File: config.mk
export PLATFORM = sky130hd
export DESIGN_NAME = decoder_seq
export DESIGN_NICKNAME = d
export VERILOG_FILES = /design/src/rtl/decoder_seq_pkg.sv /design/src/rtl/decoder_seq_onehot_dec.sv /design/src/rtl/decoder_seq.sv
export SDC_FILE = /design/constraint.sdc
export NUM_CORES = 1
export LEC_CHECK = 0
export CORE_MARGIN = 5
export CORE_UTILIZATION = 48
export CTS_CLUSTER_SIZE = 40
export DETAILED_ROUTE_END_ITERATION = 12
export GPL_ROUTABILITY_DRIVEN = 0
export MAX_ROUTING_LAYER = met4
export PLACE_DENSITY = 0.77
export SLEW_MARGIN = 20
export SYNTH_ARGS = -nofsm -noshare
export SYNTH_HDL_FRONTEND = slang
export SYNTH_SLANG_ARGS = --single-unit
export TNS_END_PERCENT = 30
File: constraint.sdc
create_clock -name clk -period 2.75 [get_ports clk]
set_clock_uncertainty 0.2 [all_clocks]
set_input_delay 0.55 -clock clk [delete_from_list [all_inputs] [get_ports clk]]
set_output_delay 0.55 -clock clk [all_outputs]
set_load 0.03 [all_outputs]
File: src/rtl/decoder_seq_pkg.sv
// decoder_seq_pkg: mode encodings, FSM state type and per-bit decode helpers
// shared by decoder_seq and onehot_dec.
package decoder_seq_pkg;

  localparam logic [1:0] MODE_DIRECT = 2'd0;
  localparam logic [1:0] MODE_SCAN   = 2'd1;
  localparam logic [1:0] MODE_ACCUM  = 2'd2;
  localparam logic [1:0] MODE_THERMO = 2'd3;

  typedef logic [2:0] state_t;
  localparam state_t ST_IDLE   = 3'd0;
  localparam state_t ST_DIRECT = 3'd1;
  localparam state_t ST_ACCUM  = 3'd2;
  localparam state_t ST_SCAN   = 3'd3;
  localparam state_t ST_THERMO = 3'd4;

  // Bit 'pos' of a w-wide one-hot of idx; out-of-range idx decodes to all zeros.
  function automatic logic onehot_bit(input int unsigned idx, input int unsigned pos,
                                      input int unsigned w);
    return (idx < w) && (idx == pos);
  endfunction

  // Bit 'pos' of a w-wide thermometer (bits [idx:0] set); out-of-range idx saturates.
  function automatic logic thermo_bit(input int unsigned idx, input int unsigned pos,
                                      input int unsigned w);
    return (idx >= w) || (pos <= idx);
  endfunction

endpackage

File: src/rtl/decoder_seq_onehot_dec.sv
// onehot_dec: combinational IN_W-to-OUT_W decoder (one-hot or thermometer)
// with an out-of-range flag. One instance is shared by every mode.
module onehot_dec
  import decoder_seq_pkg::*;
#(
  parameter int IN_W  = 3,
  parameter int OUT_W = 8
) (
  input  logic [IN_W-1:0]  sel,
  input  logic             thermo,
  output logic [OUT_W-1:0] vec,
  output logic             rng
);

  for (genvar i = 0; i < OUT_W; i++) begin : g_bit
    assign vec[i] = thermo ? thermo_bit(32'(sel), i, OUT_W)
                           : onehot_bit(32'(sel), i, OUT_W);
  end

  assign rng = 32'(sel) >= 32'(OUT_W);

endmodule

File: src/rtl/decoder_seq.sv
// decoder_seq: registered binary-to-one-hot decoder with valid/ready input,
// DIRECT / ACCUM / SCAN modes and range checking.
// Optional THERMO mode (mode=3) when DECODER_SEQ_THERMO_EN is defined;
// otherwise mode=3 decodes exactly like DIRECT.
module decoder_seq
  import decoder_seq_pkg::*;
#(
  parameter int IN_W     = 3,
  parameter int OUT_W    = 8,
  parameter int SCAN_DIV = 4
) (
  input  logic             clk,
  input  logic             rst_n,
  input  logic             enable,
  input  logic [1:0]       mode,
  input  logic             clear,
  input  logic             in_valid,
  output logic             in_ready,
  input  logic [IN_W-1:0]  dec_in,
  output logic [OUT_W-1:0] dec_out,
  output logic             out_valid,
  output logic [IN_W-1:0]  scan_idx,
  output logic             wrap,
  output logic             range_err
);

  localparam int              PW       = (SCAN_DIV > 1) ? $clog2(SCAN_DIV) : 1;
  localparam logic [PW-1:0]   PRE_TC   = PW'(SCAN_DIV - 1);
  localparam logic [IN_W-1:0] IDX_LAST = IN_W'(OUT_W - 1);

  state_t           state, nxt_state;
  logic [PW-1:0]    presc;
  logic [IN_W-1:0]  idx_nxt, dec_sel;
  logic [OUT_W-1:0] dec_vec;
  logic             dec_rng, thermo_sel, chg, accept, scan_tc;

  // Next state: enable low parks in IDLE, otherwise mode picks the state.
  always_comb begin
    nxt_state = ST_IDLE;
    if (enable) begin
      case (mode)
        MODE_SCAN:   nxt_state = ST_SCAN;
        MODE_ACCUM:  nxt_state = ST_ACCUM;
`ifdef DECODER_SEQ_THERMO_EN
        MODE_THERMO: nxt_state = ST_THERMO;
`endif
        default:     nxt_state = ST_DIRECT;
      endcase
    end
  end

  assign chg = (nxt_state != state);

  // Ready drops in the cycle a mode change is pending so no input is
  // consumed by a state that is about to be left.
  assign in_ready = enable && !chg &&
                    (state == ST_DIRECT || state == ST_ACCUM || state == ST_THERMO);
  assign accept   = in_valid && in_ready;
  assign scan_tc  = (presc == PRE_TC);
  assign idx_nxt  = (scan_idx == IDX_LAST) ? '0 : scan_idx + 1'b1;

  // Decoder input: dec_in normally; in SCAN the index being stepped to,
  // or 0 on SCAN entry and on clear.
  always_comb begin
    dec_sel = dec_in;
    if (nxt_state == ST_SCAN)
      dec_sel = (state != ST_SCAN || clear) ? '0 : idx_nxt;
  end

`ifdef DECODER_SEQ_THERMO_EN
  assign thermo_sel = (state == ST_THERMO);
`else
  assign thermo_sel = 1'b0;
`endif

  onehot_dec #(.IN_W(IN_W), .OUT_W(OUT_W)) u_dec (
    .sel    (dec_sel),
    .thermo (thermo_sel),
    .vec    (dec_vec),
    .rng    (dec_rng)
  );

  // State, output register, prescaler and scan index.
  always_ff @(posedge clk or negedge rst_n) begin
    if (!rst_n) begin
      state     <= ST_IDLE;
      dec_out   <= '0;
      out_valid <= 1'b0;
      scan_idx  <= '0;
      presc     <= '0;
      wrap      <= 1'b0;
      range_err <= 1'b0;
    end else begin
      state     <= nxt_state;
      out_valid <= 1'b0;
      wrap      <= 1'b0;
      range_err <= 1'b0;
      if (chg) begin
        presc    <= '0;
        scan_idx <= '0;
        dec_out  <= (nxt_state == ST_SCAN) ? dec_vec : '0;
      end else begin
        case (state)
          ST_SCAN: begin
            if (clear) begin
              presc    <= '0;
              scan_idx <= '0;
              dec_out  <= dec_vec;
            end else if (scan_tc) begin
              presc     <= '0;
              scan_idx  <= idx_nxt;
              dec_out   <= dec_vec;
              out_valid <= 1'b1;
              wrap      <= (scan_idx == IDX_LAST);
            end else begin
              presc <= presc + 1'b1;
            end
          end
          ST_ACCUM: begin
            // clear wins; a simultaneous input is still consumed
            if (clear)       dec_out <= '0;
            else if (accept) dec_out <= dec_out | dec_vec;
            out_valid <= accept;
            range_err <= accept && dec_rng;
          end
          ST_IDLE: dec_out <= '0;
          default: begin
            if (accept) dec_out <= dec_vec;
            out_valid <= accept;
            range_err <= accept && dec_rng;
          end
        endcase
      end
    end
  end

endmodule

==> reports/metrics.cfg <==
[place]
dp_slack_ns = -0.253
dpl.hpwl_microns = 1840
io_buffers = 23

[sta]
fmax_ghz = 0.377
worstMarginPinSlew_ns = 0.760
rsz0062_at_grt = false
fin_crit_ns = 2.66
holdWs_ns = 0.299
period_share_pct = 96.5
hold_violations = 0
setup_viol = 0
slew_headroom_pct = 49.2
setup_ws_ns = 0.0949
drv_slew = 0

[yosys]
syn_nets = 131
post_synth.cell_area_avg_sq_um = 9.25
netlist_area_sq_um = 1050
yosysSeqAreaShare_pct = 40.3
synth_edf_count = 0
netlist_instances = 114
synth.distinct_cells = 36
synthArstFlopShare_pct = 100
synth_ff_type = dfrtp_1
yosysWarnings = 0
synth-seq-cells = 17

[critical_path]
slowest_delay_ns = 0.50
end_kind = output port
cp_max_fo = 4
critPathBufInv = 3
path_cells = clkdlybuf4s50_1 -> ha_4 -> xor2_1 -> nand2_1 -> buf_6 -> nor2_4 -> buf_6
cp_data_arrival_time_ns = 1.91
cp_data_required_time_ns = 2.00
critPathKind = in2out
path_delay_family = buffers and inverters
critPathSlowestCell = clkdlybuf4s50_1
cpMostUsedCell = buf_6
crit_path_start_kind = primary input

[pwr]
internal_power_w = 0.000383
clkPwrFrac_pct = 24.5
combPwrFrac_pct = 28.0
p_per_area_nw_per_um2 = 394
power_w = 0.000558
p_leak_nw = 0.606
p_seq_share_pct = 47.5
netSwitchingFraction_pct = 31.3
switchingPower_w = 0.000174
ir_drop_uv = 364

[route]
via_per_inst = 5.59
drt-wirelength-per-cell_microns = 14.1
dr.first_iter.drc_count = 9
wirelength_microns = 2410
final_antenna_net_count = 0
drt_first_pass_iters = 4
vias = 956
drc = 0

[die]
io_pins = 25
die_area_sq_um = 3230
die_w_microns = 56.9
die-height_microns = 56.9
coreArea_sq_um = 2150
placementRows = 17
start_util_pct = 49.1

[grt]
grt_pass1_vias = 1011
grt_usage_pct = 17.3
grt_overflow_total = 0
grt_max_degree = 18
antenna_found_initial = 0
grt_pass1_wl_microns = 4310

[hold_path]
hold_path.class = reg2reg

[cells_and_area]
drive_gt1_share_pct = 15.4
fillers = 181
area_growth_pct = 34.2
diodes = 0
nNetsFinal = 161

[flow_run]
max_cap_violations = 0

[clocking]
cts_buffer_depth = 2
cts-root-buf = clkbuf_4
ctsHoldBuffers = 0
htreeDepth = 1
clock_latency_ns = 0.30
cts_buffers = 3
path_clk_slew_ns = 0.09
cts_tree = done
numClockSinks = 17

[outcome]
outcome = finished clean

==> logic make-up after synthesis <==
kind of cell / share of synthesized area [%]
adder cells (fa/ha/maj): 8.30
XOR/XNOR: 1.66
buffers and inverters: 5.46
other: 0.356
AND/OR/NAND/NOR: 21.4
AO/OA/AOI/OAI: 21.6
multiplexers: 0.949
flip-flops: 40.3
==> flip-flops by register name, summed over array words and instances, names as in the netlist <==
| register | count |
|---|---|
| dec_out | 8 |
| state | 2 |
| scan_idx | 3 |
| presc | 2 |
| out_valid | 1 |
| wrap | 1 |
==> cell type report <==
class / count / area, sq um / area share (%)
clock buffers: 3 / 22.5 / 1.59
flip-flops and latches: 17 / 425 / 30.1
multi-input cells: 85 / 603 / 42.6
well taps: 28 / 35.0 / 2.48
clock inverters: 1 / 5.00 / 0.354
repair buffers: 32 / 305 / 21.6
inverters: 5 / 18.8 / 1.33
==> routing by layer <==
metal	routed length (microns)	global-route usage, %
met1	1030	19.2
met2	1230	29.5
met3	138	6.21
met4	21	4.64
met5	0	-
==> cell usage after synthesis (2+ instances only) <==
master | n | area share [%]
o21a_1 | 2 | 1.4
nand3b_1 | 2 | 1.4
dfrtp_1 | 17 | 40
nand3_1 | 4 | 1.9
a32o_1 | 8 | 7.6
nor2_1 | 11 | 3.9
nand2_1 | 8 | 2.8
inv_1 | 5 | 1.8
a21oi_1 | 10 | 4.7
ha_1 | 7 | 8.3
nor3_1 | 2 | 0.95
xor2_1 | 2 | 1.7
o21ai_0 | 5 | 2.4
clkbuf_1 | 3 | 1.1
nor2b_1 | 3 | 1.8
nand2b_1 | 5 | 3.0
==> power by group through the flow <==
stage	clock network, W	logic, W	registers [W]
after global routing	0.000154	0.000174	0.000266
after detailed placement	0	0.000143	0.000270
final	0.000137	0.000156	0.000265
after floorplan	0	0.0000738	0.000280
after CTS	0.000142	0.000150	0.000265
after global placement	0	0.000139	0.000269
==> cells in the final DEF, fill, tap and decap left out, types with 3 or more instances in the layout <==
master,Yosys,layout
a21oi_1,10,9
ha_1,7,6
a32o_1,8,8
nor2b_1,3,3
nand2b_1,5,5
clkbuf_4,0,3
inv_1,5,4
dfrtp_1,17,17
clkdlybuf4s50_1,0,21
nor2_1,11,10
nand3_1,4,4
nand2_1,8,8
o21ai_0,5,5
buf_4,1,8
==> final timing paths <==
check | start | to | slack (ns) | depth (start not counted)
max | mode[1] | in_ready | 0.09 | 7
min | dec_out[3]$_DFFE_PN0P_ | dec_out[3]$_DFFE_PN0P_ | 0.30 | 1
max reg2reg | state[1]$_DFF_PN0_ | dec_out[4]$_DFFE_PN0P_ | 0.43 | 7
min reg2reg | dec_out[3]$_DFFE_PN0P_ | dec_out[3]$_DFFE_PN0P_ | 0.30 | 1
max in group asynchronous | rst_n | state[0]$_DFF_PN0_ | 1.39 | 1
min in group asynchronous | rst_n | wrap$_DFF_PN0_ | 0.48 | 1
==> what timing repair did <==
item                                    4_1_cts  5_1_grt
pin swaps                                     0        1
endpoints found under the setup margin        1        9
buffers inserted                              1        0
endpoints found under the hold margin         0        0
resized for setup                             2        7
==> metrics by stage <==
step / instances / setup TNS [ns] / util (%) / instance area, sq um
6_report: 171 / 0 / 65.9 / 1420
4_1_cts: 171 / 0 / 64.6 / 1390
2_1_floorplan: 114 / 0 / - / 1050
3_5_place_dp: 166 / -1.99 / 62.3 / 1340
5_1_grt: 171 / 0 / 65.9 / 1420
3_3_place_gp: 166 / -1.45 / 62.3 / 1340
No activity file was read; power rests on OpenSTA's default activity.
